==> src/rtl/attn_operand_tx.sv <==
// Operand-pair transmitter: FIFO of (Q,K) byte pairs serialised as two-beat vld/rdy transfers with row tracking.
// Optional macro ATTN_TX_ROWGAP_EN inserts GAP_CYCLES idle cycles after every completed row.
module attn_operand_tx #(
   parameter int DEPTH      = 8,
   parameter int N_FEAT     = 4,
   parameter int GAP_CYCLES = 1
) (
   input  logic        clk,
   input  logic        rst,
   input  logic        wr_en,
   input  logic [7:0]  wr_q,
   input  logic [7:0]  wr_k,
   output logic        wr_rdy,
   output logic [7:0]  data_out,
   output logic        vld_out,
   input  logic        rdy_in,
   output logic        busy,
   output logic        row_done,
   output logic [15:0] pair_cnt
);
   localparam int AW = $clog2(DEPTH);
   localparam int FW = (N_FEAT > 1) ? $clog2(N_FEAT) : 1;
   localparam logic [AW:0]   FULL      = (AW+1)'(DEPTH);
   localparam logic [FW-1:0] FEAT_LAST = FW'(N_FEAT - 1);

   typedef enum logic [2:0] {IDLE, SEND_Q, SEND_K, HOLD, GAP} state_t;

   state_t            state, state_nx;
   logic signed [7:0] mem_q [DEPTH];
   logic signed [7:0] mem_k [DEPTH];
   logic signed [7:0] head_q, head_k;
   logic [AW-1:0]     wr_ptr, rd_ptr;
   logic [AW:0]       count, count_nx;
   logic [FW-1:0]     feat;
   logic              push, pop, row_end;

   assign wr_rdy   = (count != FULL);
   assign push     = wr_en && wr_rdy;
   assign pop      = (state == HOLD);
   assign row_end  = pop && (feat == FEAT_LAST);
   assign count_nx = count + {{AW{1'b0}}, push} - {{AW{1'b0}}, pop};
   assign head_q   = mem_q[rd_ptr];
   assign head_k   = mem_k[rd_ptr];
   assign busy     = (count != '0) || (state != IDLE);
   assign row_done = row_end;

   // Pair storage carries no reset; only the pointers and count define validity.
   always_ff @(posedge clk) begin
      if (push) begin
         mem_q[wr_ptr] <= $signed(wr_q);
         mem_k[wr_ptr] <= $signed(wr_k);
      end
   end

   always_ff @(posedge clk or posedge rst) begin
      if (rst) begin
         state    <= IDLE;
         wr_ptr   <= '0;
         rd_ptr   <= '0;
         count    <= '0;
         feat     <= '0;
         pair_cnt <= '0;
      end else begin
         state <= state_nx;
         count <= count_nx;
         if (push)
            wr_ptr <= wr_ptr + 1'b1;
         if (pop) begin
            rd_ptr   <= rd_ptr + 1'b1;
            pair_cnt <= pair_cnt + 16'd1;
            feat     <= row_end ? '0 : feat + 1'b1;
         end
      end
   end

`ifdef ATTN_TX_ROWGAP_EN
   localparam int GW = (GAP_CYCLES > 1) ? $clog2(GAP_CYCLES + 1) : 1;
   localparam logic [GW-1:0] GAP_LAST = GW'(GAP_CYCLES - 1);
   logic [GW-1:0] gap_cnt;

   always_ff @(posedge clk or posedge rst) begin
      if (rst)
         gap_cnt <= '0;
      else if (state != GAP)
         gap_cnt <= '0;
      else
         gap_cnt <= gap_cnt + 1'b1;
   end
`endif

   always_comb begin
      state_nx = state;
      data_out = 8'h00;
      vld_out  = 1'b0;
      case (state)
         IDLE: begin
            if (count != '0)
               state_nx = SEND_Q;
         end
         SEND_Q: begin
            data_out = head_q;
            vld_out  = 1'b1;
            if (rdy_in)
               state_nx = SEND_K;
         end
         // Second beat is taken on vld alone, so rdy_in is not consulted here.
         SEND_K: begin
            data_out = head_k;
            vld_out  = 1'b1;
            state_nx = HOLD;
         end
         HOLD: begin
            data_out = head_k;
`ifdef ATTN_TX_ROWGAP_EN
            if (row_end)
               state_nx = GAP;
            else
`endif
               state_nx = (count_nx != '0) ? SEND_Q : IDLE;
         end
`ifdef ATTN_TX_ROWGAP_EN
         GAP: begin
            if (gap_cnt == GAP_LAST)
               state_nx = (count != '0) ? SEND_Q : IDLE;
         end
`endif
         default: state_nx = IDLE;
      endcase
   end
endmodule

==> config.mk <==
export PLATFORM = sky130hd
export DESIGN_NAME = attn_operand_tx
export DESIGN_NICKNAME = d
export VERILOG_FILES = /design/src/rtl/attn_operand_tx.sv
export SDC_FILE = /design/constraint.sdc
export NUM_CORES = 1
export LEC_CHECK = 0
export BUFFER_PORTS_ARGS = -buffer_cell sky130_fd_sc_hd__buf_4
export CAP_MARGIN = 25
export CORE_MARGIN = 3
export CORE_UTILIZATION = 50
export CTS_CLUSTER_SIZE = 28
export DETAILED_ROUTE_END_ITERATION = 6
export GPL_ROUTABILITY_DRIVEN = 0
export PLACE_DENSITY = 0.73
export SLEW_MARGIN = 15
export SYNTH_ARGS = -nofsm -noshare
export SYNTH_HDL_FRONTEND = slang
export SYNTH_SLANG_ARGS = --single-unit
==> constraint.sdc <==
create_clock -name clk -period 5.8 [get_ports clk]
set_input_delay 0.58 -clock clk [delete_from_list [all_inputs] [get_ports clk]]
set_output_delay 0.58 -clock clk [all_outputs]
set_load 0.02 [all_outputs]
# Yosys cells after proc, flatten, opt, wreduce, memory -nomap -nowiden
# Memory sizes are Yosys's and may differ from the RTL's.
# Index checks and enable logic that the tools add are counted.
totals:
  n_memories: 2
  in_bits: 20
  elab_cells: 40
  out_inout_bits: 28
  ramBits: 128
  reg_bits: 31
memory_table:
  columns: ["name", "words", "width", "rd", "rd_clocked_by_memory_dff", "write_ports", "line", "rtl"]
  rows:
  - ["mem_k", 8, 8, 1, 0, 1, "30", "logic signed [7:0] mem_k [DEPTH];"]
  - ["mem_q", 8, 8, 1, 0, 1, "29", "logic signed [7:0] mem_q [DEPTH];"]
classes:
  add_sub_neg: 6
  eq_ne: 7
  reduce_logical: 10
  n_mux: 9
ops:
  columns: ["op", "n"]
  rows:
  - ["$add A16 B1 Y16 const B", 1]
  - ["$pmux W8 S2", 1]
  - ["$pmux W3 S4", 1]
  - ["$reduce_bool A4 Y1", 2]
  - ["$add A3 B1 Y3 const B", 2]
  - ["$eq A3 B2 Y1 const B", 2]
  - ["$mux W3", 2]
  - ["$add A4 B1 Y4", 1]
  - ["$mux W1", 4]
  - ["$ne A2 B2 Y1 const B", 2]
  - ["$ne A4 B4 Y1 const B", 1]
  - ["$reduce_or A2 Y1", 2]
  - ["$sub A4 B1 Y4", 1]
  - ["$eq A3 B1 Y1 const B", 1]
  - ["$logic_not A3 Y1", 1]
  - ["$reduce_bool A3 Y1", 1]
  - ["$add A2 B1 Y2 const B", 1]
  - ["$eq A2 B2 Y1 const B", 1]
  - ["$logic_and A1 B1 Y1", 2]
  - ["$mux W2", 1]
  - ["$reduce_and A2 Y1", 1]
  - ["$logic_or A1 B1 Y1", 1]

# Logic depth before layout (Yosys ltp)
# Gate-level depths: netlist of run 1.
logic_depth:
  ltp_word: 7
  depth_mapped: 12
  mapped_depth_nobuf: 12

# Worst setup path after synthesis of run 1
# OpenSTA, ideal clock, no wires.
synth_timing:
  kind: "flip-flop to flip-flop"
  startpoint: "reg count[2]"
  endpoint: "mem mem_k[0][0], enable pin"
  synth_period_minus_slack_ps: 2809
  n_path_buf: 0
  arrival_ps: 2400
  setup_slack_ps: 2991
  t_required_ps: 5391
  path_stages_with_launch: 7
  setup_ps: 409
  cell_sequence: "dfrtp_1 -> inv_1 -> ha_1 -> or3b_2 -> nand2_1 -> or2_2 -> nor3_1"
synth_between:
  elab_chain_len: 4
synth_lines:
  columns: ["element", "line", "rtl"]
  rows:
  - ["start: declaration", "33", "logic [AW:0] count, count_nx;"]
  - ["start signal: assignment", "65", "count <= count_nx;"]
  - ["$ne A4 B4 Y1", "37", "assign wr_rdy = (count != FULL);"]
  - ["via wr_rdy", "13", "output logic wr_rdy,"]
  - ["$logic_and A1 B1 Y1", "38", "assign push = wr_en && wr_rdy;"]
  - ["$mux W1", "49", "if (push) begin"]
  - ["$mux W1 (implied by the code)", "51", "mem_k[wr_ptr] <= $signed(wr_k);"]
  - ["end: declaration", "30", null]
# The timed path passes the listed nets, and every way through them passes these cells.

# Worst setup path in the final report of run 1
layout_timing:
  startpoint: "reg rd_ptr[0]"
  endpoint: "out data_out[5]"
layout_between:
  elab_chain_len: 2
  elab_cells_between_ends: 3
  cone_classes: "mux (1); memory (2)"
layout_lines:
  columns: ["element", "line", "rtl"]
  rows:
  - ["start: declaration", "32", "logic [AW-1:0] wr_ptr, rd_ptr;"]
  - ["start signal: assignment", "69", "rd_ptr <= rd_ptr + 1'b1;"]
  - ["$mem_v2 Z8 W8, on equally long branches", null, null]
  - ["$pmux W8 S2 (*)", "95", "case (state)"]
  - ["end: declaration", "14", "output logic [7:0] data_out,"]
# Every way passes the cells marked *; elsewhere a longest branch is shown, timed or not.

==> parameters.txt, run 1 <==
Parameter                              Value

Run status
  Result of the run    complete, no violations

Power and ir drop
  Reported leakage power    2.93 nW
  Worst vdd ir    around 0.00037 V
  Post-layout power    between 3 and 4 mW
  Power per cell area    515 nW/um^2

Die
  Horizontal extent of the die    120 um
  Top Ports    48
  Area of the core region    roughly 13000 um^2
  Standard-cell rows    41
  DIE AREA    roughly 14000 um^2
  Effective utilization at floorplan    51.3%
  Overall die height    approximately 120 um

Synthesis
  XOR/XNOR share of the synthesized area    2.69%
  Count of warnings emitted by yosys    0
  Post-synth EDFFs    128
  Synth cell types    42
  Predominant post-synthesis flop cell    sky130_fd_sc_hd__edfxtp_1
  Net count after synthesis    ~430
  Syn Std Cell Area    roughly 6500 um^2
  Sequential share of the synthesized area    70.7%
  Synthesis-stage register bit count    roughly 160
  Dominant combinational cell family by area after synthesis    multiplexers
  Synthesized area per cell    16.7 um^2
  Adder and majority gate portion of the synthesized area    between 3 and 4%
  Fraction of the mapped netlist area in simple logic gates    5.89%
  Proportion of register bits with asynchronous set or reset after synthesis    19.0%
  Gate count after technology mapping    a little under 400
  Share of synthesized area spent on multiplexers    roughly 11%
  Compound-Gate Fraction of Synth Area    between 3 and 4%

Setup path
  Critical path, cell by cell    buf_12, buf_4, mux4_1, o211ai_1, nand2_1, buf_4
  Crit Path Max Fanout    24
  Family of cells with the greatest summed delay on the critical path    buffers and inverters
  Critical path launch point type    flip-flop
  Worst flop-to-flop path startpoint    count[2]
  Setup slack of the worst register-to-register path    roughly 3.0 ns
  Critical setup path kind    flip-flop to output port
  Worst Path Arrival    around 2.8 ns
  Critical path's largest stage delay    between 0.6 and 0.7 ns
  Worst-case reg-to-reg path depth    12
  Crit path launch    rd_ptr[0]
  Most common cell on crit path    sky130_fd_sc_hd__buf_4
  Critical Path End    data_out[5]
  Count of buffering cells on the critical path with inverters included    3
  Cell with the biggest individual delay on the critical path    sky130_fd_sc_hd__dfrtp_2
  Critical Path Sink Type    output port
  Number of gates on the worst path with buffers counted    6
  Required time worst endpoint    5.22 ns
  Worst R2R End    state[0]

Clock tree
  CTS H-tree depth    4
  Post-CTS clock slew at the launch and capture registers of the worst setup and hold paths    approximately 0.060 ns
  Post-CTS setup buffer count    0
  Clock latency on the worst-skew pair    0.41 ns
  Num CTS Buffers    17
  Number of gates resized after cts    0
  CTS tree    yes
  Maximum clock insertion buffer count    2
  Total of hold buffers inserted after clock tree synthesis    0
  Clock Tree Root    sky130_fd_sc_hd__clkbuf_16
  Total number of clock tree sinks    158

Placed design
  Placement Setup Slack    ~2.6 ns
  Placed wire-length estimate after detailed placement    around 7400 um
  Buffers added on ports    between 40 and 50

STA
  Max transition margin    a little over a third
  Final worst-path cycle share    a little under three fifths
  Achievable frequency    between 300 and 400 MHz
  Setup repair after global routing missed its margin    no
  Max-slew violation count    0
  Hold Vio Cnt, Final    0
  Crit path time final    3.33 ns
  Finish-stage setup viols    0
  Clock skew after layout    a little over 0.006 ns
  Transition time at the pin with the least slew margin    between 0.9 and 1 ns
  Setup tns final    0 ns
  Final critical-path setup slack    2.47 ns

Route
  Detailed-router iteration count before antenna repair    5
  DRC violations left    0
  Routed wire length    roughly 12000 um
  Via count    between 3000 and 4000
  Detailed-route vias per instance    ~5.5
  Initial DRC count    approximately 320
  Routed length per instance    19.3 um
  Number of routed nets with antenna violations    0

Global routing
  Vias in the first global route    3650
  Global-route usage over all layers    about 18%
  Pin count of the biggest net entering global routing    39
  Aggregate global routing overflow    0
  Wire length of the first global-routing pass    roughly 20000 um
  Initial antenna violation count    0

Final layout
  Commonest cells after routing, fill and taps aside    sky130_fd_sc_hd__edfxtp_1 (128), sky130_fd_sc_hd__buf_4 (59), sky130_fd_sc_hd__mux2i_1 (46), sky130_fd_sc_hd__dfrtp_1 (29), sky130_fd_sc_hd__a22oi_1 (24)
  Signed area change from the synthesized netlist to the final layout    17.5%
  Share of cells above drive strength 1    approximately 22%
  Most common cell after layout, fill and taps aside    sky130_fd_sc_hd__edfxtp_1
  Final net count    approximately 490
  Count of inserted antenna diode cells    0
  Final core occ    between 60 and 70%

Worst hold path
  Worst min path class    input pin to asynchronous set/reset pin

Job
  Max-cap viol count    0
[worst register-to-register path, stage by stage (launching register included)]
cell                      delay, ns
sky130_fd_sc_hd__dfrtp_1       0.36
sky130_fd_sc_hd__inv_1         0.09
sky130_fd_sc_hd__ha_1          0.15
sky130_fd_sc_hd__or3b_2        0.50
sky130_fd_sc_hd__nand2_1       0.17
sky130_fd_sc_hd__ha_1          0.25
sky130_fd_sc_hd__inv_1         0.05
sky130_fd_sc_hd__ha_1          0.15
sky130_fd_sc_hd__inv_1         0.05
sky130_fd_sc_hd__fa_1          0.48
sky130_fd_sc_hd__inv_1         0.05
sky130_fd_sc_hd__nor4_1        0.29
sky130_fd_sc_hd__a21oi_1       0.10
[cells by family (layout without fill, tap and decap cells)]
| logic type | Yosys count | after routing |
|---|---|---|
| compound gates | 35 | 35 |
| fa+ha+maj | 15 | 15 |
| simple gates | 76 | 76 |
| buf+inv | 26 | 104 |
| flops | 158 | 158 |
| mux | 60 | 60 |
| xor+xnor | 20 | 20 |
[routing by layer]
metal / vias up / routed length (um) / global-route usage (%)
li1: 1623 / - / -
met1: 1758 / 5330 / 25.3
met2: 109 / 6110 / 28.9
met3: 5 / 829 / 5.28
met4: 0 / 65 / 4.80
met5: - / 0 / 0
[cell usage after synthesis (all sizes together) (9+ instances only)]
library cell    n  area (um^2)
inv            12         45.0
nand3          20          100
nand2          18         67.6
dfrtp          30          751
nor2           13         51.3
edfxtp        128         3840
buf            10         95.1
mux2i          46          460
xnor2          16          140
mux4            9          221
ha             14          175
a22oi          24          180
[worst min-delay path by stage]
stage	endpoint
final	pair_cnt[15]
after global routing	pair_cnt[10]
after CTS	pair_cnt[10]
after detailed placement	pair_cnt[15]
after global placement	pair_cnt[15]
after floorplan	feat[1]
[per-stage QoR]
stage          hold slack, ns  cell area [um^2]  instances
6_report                0.220              7640        640
5_1_grt                 0.236              7640        640
3_3_place_gp            0.463              7040        604
2_1_floorplan           0.485              6500        390
4_1_cts                 0.218              7610        638
3_5_place_dp            0.468              7080        607
[cell type report]
type | instances | area, um^2
Tap cell | 172 | 215
Fill cell | 981 | 5030
Timing Repair Buffer | 61 | 490
Clock inverter | 12 | 97.6
Multi-Input combinational cell | 206 | 1760
Inverter | 12 | 45.0
Clock buffer | 19 | 433
Sequential cell | 158 | 4600
[registers in the layout, summed over array words and instances, names as in the netlist]
signal	count
mem_k	64
mem_q	64
pair_cnt	16
count	4
rd_ptr	3
wr_ptr	3
feat	2
state	2
[where the power goes]
group          total, mW  switching, mW  internal, mW
registers           1.60          0.157          1.45
clock network      0.999          0.416         0.583
logic               1.33          0.751         0.584
Note: power is estimated with default switching activity, not from simulation.
==> run 2: changes to the inputs <==
- clock period: 5.8 -> 3.5 ns (I/O delays scaled with it)
==> run 2 against run 1 <==
  * Largest cell class unchanged
  * Largest power group unchanged
  * Final area rose by 0.57%
  * Combinational power rose by 71%
  * Critical path type unchanged
  * Clock skew barely moved
  * Total power rose by 68%
  * Die area did not move
==> parameters.txt, run 2 (synthesis results as in run 1) <==
Parameter                              Value

Setup path
  Critical path launch point type    flip-flop
  Critical setup path kind    flip-flop to output port
  Worst Path Arrival    2.51 ns (-0.24 ns)
  Required time worst endpoint    3.15 ns (-2.07 ns)
  Crit Path Max Fanout    15 (-38%)
  Critical Path Sink Type    output port

Job
  Max-cap viol count    0 (unchanged)

Die
  Top Ports    48 (unchanged)
  Effective utilization at floorplan    51.3% (unchanged)
  Area of the core region    12700 um^2 (unchanged)
  DIE AREA    14400 um^2 (unchanged)
  Overall die height    120 um (unchanged)
  Standard-cell rows    41 (unchanged)
  Horizontal extent of the die    120 um (unchanged)

Clock tree
  Num CTS Buffers    17 (unchanged)
  Clock latency on the worst-skew pair    0.41 ns (about the same)
  Number of gates resized after cts    0 (unchanged)
  Total number of clock tree sinks    158 (unchanged)
  CTS H-tree depth    4 (unchanged)
  Maximum clock insertion buffer count    2 (unchanged)
  Post-CTS clock slew at the launch and capture registers of the worst setup and hold paths    0.06 ns (about the same)
  Post-CTS setup buffer count    0 (unchanged)
  CTS tree    yes
  Clock Tree Root    sky130_fd_sc_hd__clkbuf_16
  Total of hold buffers inserted after clock tree synthesis    1 (+1)

Power and ir drop
  Reported leakage power    2.95 nW (+1.0%)
  Clock share of power    26.0% (+0.6 points)
  Sequential group share of total power    39.7% (-1.0 points)
  Pint    4.41 mW (+69%)
  Fraction of power spent switching nets    33.3% (-0.34 points)
  Worst vdd ir    0.000544 V (+47%)
  Net Switching    2.20 mW (+66%)
  Logic gate share of total power    34.3% (+0.4 points)
  Power per cell area    861 nW/um^2 (+67%)

Final layout
  Largest regs    mem_k: 64 flops, mem_q: 64 flops, pair_cnt: 16 flops
  Final net count    495 (+0.81%)
  Count of inserted antenna diode cells    0 (unchanged)
  Total area of multi-input combinational cells    1760 um^2 (unchanged)
  Signed area change from the synthesized netlist to the final layout    18.2%
  Finished layout cell area    7680 um^2 (+0.57%)
  Most common cell after layout, fill and taps aside    sky130_fd_sc_hd__edfxtp_1
  Number of filler cells placed in the layout    953 (-2.9%)
  Commonest cells after routing, fill and taps aside    sky130_fd_sc_hd__edfxtp_1 (128), sky130_fd_sc_hd__buf_4 (63), sky130_fd_sc_hd__mux2i_1 (46), sky130_fd_sc_hd__dfrtp_1 (29), sky130_fd_sc_hd__a22oi_1 (24)
  Share of cells above drive strength 1    22.9% (+0.87 points)
  FF/Latch Area    4600 um^2 (unchanged)

Worst hold path
  Worst min path class    input pin to flip-flop

Route
  Number of routed nets with antenna violations    0 (unchanged)
  Detailed-router iteration count before antenna repair    4 (-1)
  Routed wire length    12400 um (+0.58%)
  DRC violations left    0 (unchanged)
  Initial DRC count    340 (+7.6%)
  Detailed-route vias per instance    5.50 (+0.69%)
  Routed length per instance    19.3 um (about the same)
  Via count    3541 (+1.3%)

Global routing
  Vias in the first global route    3747 (+2.7%)
  Pin count of the biggest net entering global routing    26 (-33%)
  Wire length of the first global-routing pass    19900 um (+1.4%)
  Global-route usage over all layers    18.7% (+0.38 points)
  Initial antenna violation count    0 (unchanged)
  Aggregate global routing overflow    0 (unchanged)

Run status
  Result of the run    complete, no violations

Placed design
  Placed wire-length estimate after detailed placement    7470 um (+0.73%)
  Placement Setup Slack    0.731 ns (-1.86 ns)
  Buffers added on ports    47 (unchanged)
  Post-DP Area    7120 um^2 (+0.53%)

STA
  Final critical-path setup slack    0.644 ns (-1.82 ns)
  Setup tns final    0 ns (unchanged)
  Setup repair after global routing missed its margin    no
  Smallest hold slack    0.170 ns (-0.0500 ns)
  Clock skew after layout    0.00635 ns (+0.000145 ns)
  Hold Vio Cnt, Final    0 (unchanged)
  Final worst-path cycle share    about 82%
  Finish-stage setup viols    0 (unchanged)
  Transition time at the pin with the least slew margin    0.710 ns (-0.249 ns)
  Achievable frequency    350 MHz
  Crit path time final    around 2.9 ns
  Max-slew violation count    0 (unchanged)
  Max transition margin    52.5% (+17 points)
-- run 2: cell count changes in the layout (fill, tap and decap cells not counted), sizes merged --
| cell | delta |
|---|---|
| buf | +3 |
| bufinv | +1 |
| clkbuf | -1 |
| clkinv | +1 |
| dlygate4sd3 | +1 |
| inv | -1 |
-- run 2: worst max-delay path, stage by stage, from the launching register on --
cell	delay, ns
sky130_fd_sc_hd__dfrtp_1	0.41
sky130_fd_sc_hd__ha_1	0.56
sky130_fd_sc_hd__nor2_1	0.12
sky130_fd_sc_hd__nor2_2	0.45
sky130_fd_sc_hd__a22oi_1	0.20
sky130_fd_sc_hd__o211ai_2	0.19
sky130_fd_sc_hd__buf_4	0.16
-- run 2: routing by layer --
| layer | GRT usage [%] | part of all wire, % | up-vias |
|---|---|---|---|
| met5 | 0 | 0 | - |
| li1 | - | - | 1635 |
| met1 | 24.1 | 42 | 1807 |
| met2 | 30.6 | 51 | 89 |
| met3 | 5.61 | 5.7 | 10 |
| met4 | 5.87 | 0.97 | 0 |
-- run 2: layout make-up --
cell class	count	share of cell area, %
repair buffers	65	6.65
clock buffers	18	5.59
multi-input cells	206	22.9
inverters	12	0.587
flip-flops and latches	158	59.8
well taps	172	2.80
clock inverters	13	1.63
-- run 2: final timing paths --
kind	from	end	slack [ns]	cells past startpoint
min in group asynchronous	rst	pair_cnt[15]	0.54	3
setup reg to reg	count[2]	state[0]	0.72	12
setup / recovery	state[0]	data_out[4]	0.64	6
hold / removal	wr_k[0]	mem_k[3][0]	0.17	1
hold reg to reg	pair_cnt[15]	pair_cnt[15]	0.48	1
max in group asynchronous	rst	rd_ptr[0]	2.46	4
-- run 2: through the flow --
step / std cells / power (mW) / util, %
after global routing: 644 / 6.99 / 60.6
after detailed placement: 612 / 4.94 / 56.2
after global placement: 610 / 4.84 / 55.9
final: 644 / 6.61 / 60.6
after floorplan: 390 / 4.21 / -
after CTS: 644 / 6.67 / 60.6
-- run 2: power by group through the flow --
stage	logic (mW)	registers, mW	clock network (mW)
5_1_grt	2.48	2.67	1.84
3_5_place_dp	2.28	2.66	0
3_3_place_gp	2.20	2.64	0
6_report	2.27	2.63	1.72
4_1_cts	2.30	2.63	1.74
2_1_floorplan	1.61	2.60	0
==> run 3: changes to the inputs <==
- PLACE_DENSITY: 0.73 -> 0.76
- clock period: 3.5 -> 2.33 ns (I/O delays scaled with it)
==> run 3 against run 2 <==
  * The run now ends with negative setup slack left
  * Hold slack worse by 0.13 ns
  * Final area is 3.3% higher
  * Utilization is 2.0 points higher
  * Cell count is 3.0% higher
  * Combinational power is 80% higher
  * Sequential power is 48% higher
  * Die area stayed put
  * Worst setup slack worse by 0.73 ns
  * Routed wire length is 0.54% higher
  * Register-to-register slack worse by 0.80 ns
  * Total power is 57% higher
  * Via count is 1.6% higher
  * Largest cell class unchanged
  * Highest routed layer unchanged
==> parameters.txt, run 3 (synthesis results as in run 1) <==
Parameter                              Value

Final layout
  Share of cells above drive strength 1    28.7% (+5.8 points)
  Count of inserted antenna diode cells    0 (unchanged)
  Signed area change from the synthesized netlist to the final layout    22.0%
  Largest regs    mem_k: 64 flops, mem_q: 64 flops, pair_cnt: 16 flops
  Final instance count without filler cells    663 (+3.0%)
  Commonest cells after routing, fill and taps aside    sky130_fd_sc_hd__edfxtp_1 (128), sky130_fd_sc_hd__buf_4 (69), sky130_fd_sc_hd__mux2i_1 (46), sky130_fd_sc_hd__dfrtp_1 (28), sky130_fd_sc_hd__a22oi_1 (24)
  Final net count    513 (+3.6%)
  Number of filler cells placed in the layout    942 (-1.2%)
  Most common cell after layout, fill and taps aside    sky130_fd_sc_hd__edfxtp_1

STA
  Final critical-path setup slack    -0.0824 ns (-0.726 ns)
  Transition time at the pin with the least slew margin    0.632 ns (-0.0783 ns)
  Setup repair after global routing missed its margin    yes
  Hold Vio Cnt, Final    0 (unchanged)
  Achievable frequency    ~410 MHz
  Final worst-path cycle share    104%
  Finish-stage setup viols    1 (+1)
  Max-slew violation count    0 (unchanged)
  Clock skew after layout    0.00451 ns (-0.00185 ns)
  Setup tns final    -0.0824 ns (-0.0824 ns)
  Max transition margin    57.8% (+5.3 points)
  Crit path time final    around 2.4 ns

Power and ir drop
  Power per cell area    1310 nW/um^2 (+52%)
  Reported leakage power    3.04 nW (+2.8%)
  Worst vdd ir    0.000876 V (+61%)
  Post-layout power    10.4 mW (+57%)

Route
  Routed length per instance    18.8 um (-2.3%)
  Detailed-route vias per instance    5.43 (-1.3%)
  Number of routed nets with antenna violations    0 (unchanged)
  Via count    3599 (+1.6%)
  DRC violations left    0 (unchanged)
  Detailed-router iteration count before antenna repair    4 (unchanged)
  Initial DRC count    218 (-36%)
  Routed wire length    12500 um (+0.54%)

Clock tree
  CTS H-tree depth    4 (unchanged)
  Clock Tree Root    sky130_fd_sc_hd__clkbuf_16
  Clock latency on the worst-skew pair    0.42 ns (about the same)
  Total number of clock tree sinks    158 (unchanged)
  Maximum clock insertion buffer count    2 (unchanged)
  Post-CTS clock slew at the launch and capture registers of the worst setup and hold paths    0.06 ns (about the same)
  CTS tree    yes
  Num CTS Buffers    17 (unchanged)

Setup path
  Cell with the biggest individual delay on the critical path    sky130_fd_sc_hd__fa_1
  Crit path launch    count[2]
  Critical Path End    state[0]
  Critical path launch point type    flip-flop
  Critical setup path kind    flip-flop to flip-flop
  Family of cells with the greatest summed delay on the critical path    adder cells
  Worst R2R End    state[0]
  Crit Path Max Fanout    2 (-13)
  Setup slack of the worst register-to-register path    -0.08 ns (-0.80 ns)
  Worst flop-to-flop path startpoint    count[2]
  Critical Path Sink Type    flip-flop
  Required time worst endpoint    2.63 ns (-0.52 ns)
  Worst Path Arrival    2.71 ns (+0.20 ns)
  Critical path's largest stage delay    0.50 ns (-0.06 ns)
  Number of gates on the worst path with buffers counted    12 (+6)
  Most common cell on crit path    sky130_fd_sc_hd__inv_2
  Worst-case reg-to-reg path depth    12 (unchanged)
  Critical path, cell by cell    inv_2, ha_2, or3b_4, nand2_4, ha_4, inv_4, ha_4, inv_2, fa_1, inv_2, nor4_4, a21oi_1
  Count of buffering cells on the critical path with inverters included    4 (+3)

Die
  Standard-cell rows    41 (unchanged)
  Overall die height    120 um (unchanged)
  Area of the core region    12700 um^2 (unchanged)
  Top Ports    48 (unchanged)
  DIE AREA    14400 um^2 (unchanged)
  Horizontal extent of the die    120 um (unchanged)
  Effective utilization at floorplan    51.3% (unchanged)

Global routing
  Pin count of the biggest net entering global routing    25 (-3.8%)
  Initial antenna violation count    0 (unchanged)
  Wire length of the first global-routing pass    20000 um (+0.25%)
  Vias in the first global route    3819 (+1.9%)
  Aggregate global routing overflow    0 (unchanged)
  Global-route usage over all layers    18.6% (-0.091 points)

Run status
  Result of the run    finished with violations
  Violated checks    negative setup slack

Placed design
  Total placed cells including tap cells    623 (+1.8%)
  Placed wire-length estimate after detailed placement    7660 um (+2.6%)
  Placement Setup Slack    -0.0948 ns (-0.826 ns)
  Buffers added on ports    47 (unchanged)

Job
  Max-cap viol count    0 (unchanged)

Worst hold path
  Worst min path class    input pin to flip-flop
  Startpoint of the tightest hold check path    wr_k[6]
==> run 3: cell types whose count changed in the layout (fill, tap and decap cells not counted), sizes merged <==
cell / change
clkinvlp: +2
bufinv: -2
buf: +18
clkinv: -2
inv: +3
==> run 3: area by class of cell <==
cell class                      instances  area (um^2)  area share, %
Tap cell                              172          215           2.71
Inverter                               12         47.5          0.599
Clock inverter                         14         93.8           1.18
Sequential cell                       158         4600           57.9
Clock buffer                           18          429           5.41
Timing Repair Buffer                   83          727           9.16
Multi-Input combinational cell        206         1820           23.0
==> run 3: worst reg2reg max path, delay by kind of cell, from the launching register on <==
family | cells | cell delay (ns)
flops | 1 | 0.37
compound gates | 1 | 0.09
buf+inv | 4 | 0.20
simple gates | 3 | 0.68
fa+ha+maj | 4 | 0.96
==> run 3: repair_timing <==
action / CTS / global route
gates resized for setup: 11 / 5
setup endpoints to repair: 8 / 9
hold buffers: 1 / 0
endpoints found under the hold margin: 15 / 0
buffers inserted: 4 / 3
pin swaps: 4 / 4
==> run 3: routing by layer <==
| metal | global-route usage [%] | vias up | part of all wire [%] |
|---|---|---|---|
| li1 | - | 1677 | - |
| met1 | 24.3 | 1790 | 42 |
| met2 | 29.9 | 114 | 51 |
| met3 | 5.33 | 18 | 6.0 |
| met4 | 6.80 | 0 | 1.5 |
| met5 | 0 | - | 0 |
==> run 3: how the worst min path moves through the flow <==
stage | to | slack (ns) | cells past startpoint
6_report | mem_k[3][6] | 0.04 | 1
5_1_grt | mem_k[1][7] | 0.03 | 1
4_1_cts | mem_q[7][0] | 0.02 | 1
3_5_place_dp | feat[1] | 0.36 | 2
3_3_place_gp | pair_cnt[2] | 0.35 | 2
2_1_floorplan | count[0] | 0.32 | 1
==> run 3: stage by stage <==
step / util, % / hold WS, ns / cell area, um^2
floorplan: - / 0.324 / 6550
global placement: 57.4 / 0.345 / 7280
detailed placement: 57.4 / 0.359 / 7280
CTS: 62.1 / 0.0220 / 7870
global route: 62.6 / 0.0295 / 7930
finish: 62.6 / 0.0415 / 7930
==> run 3: power breakdown <==
part / switching (mW) / internal [mW]
clock: 1.08 / 1.35
combinational: 2.19 / 1.89
sequential: 0.277 / 3.60
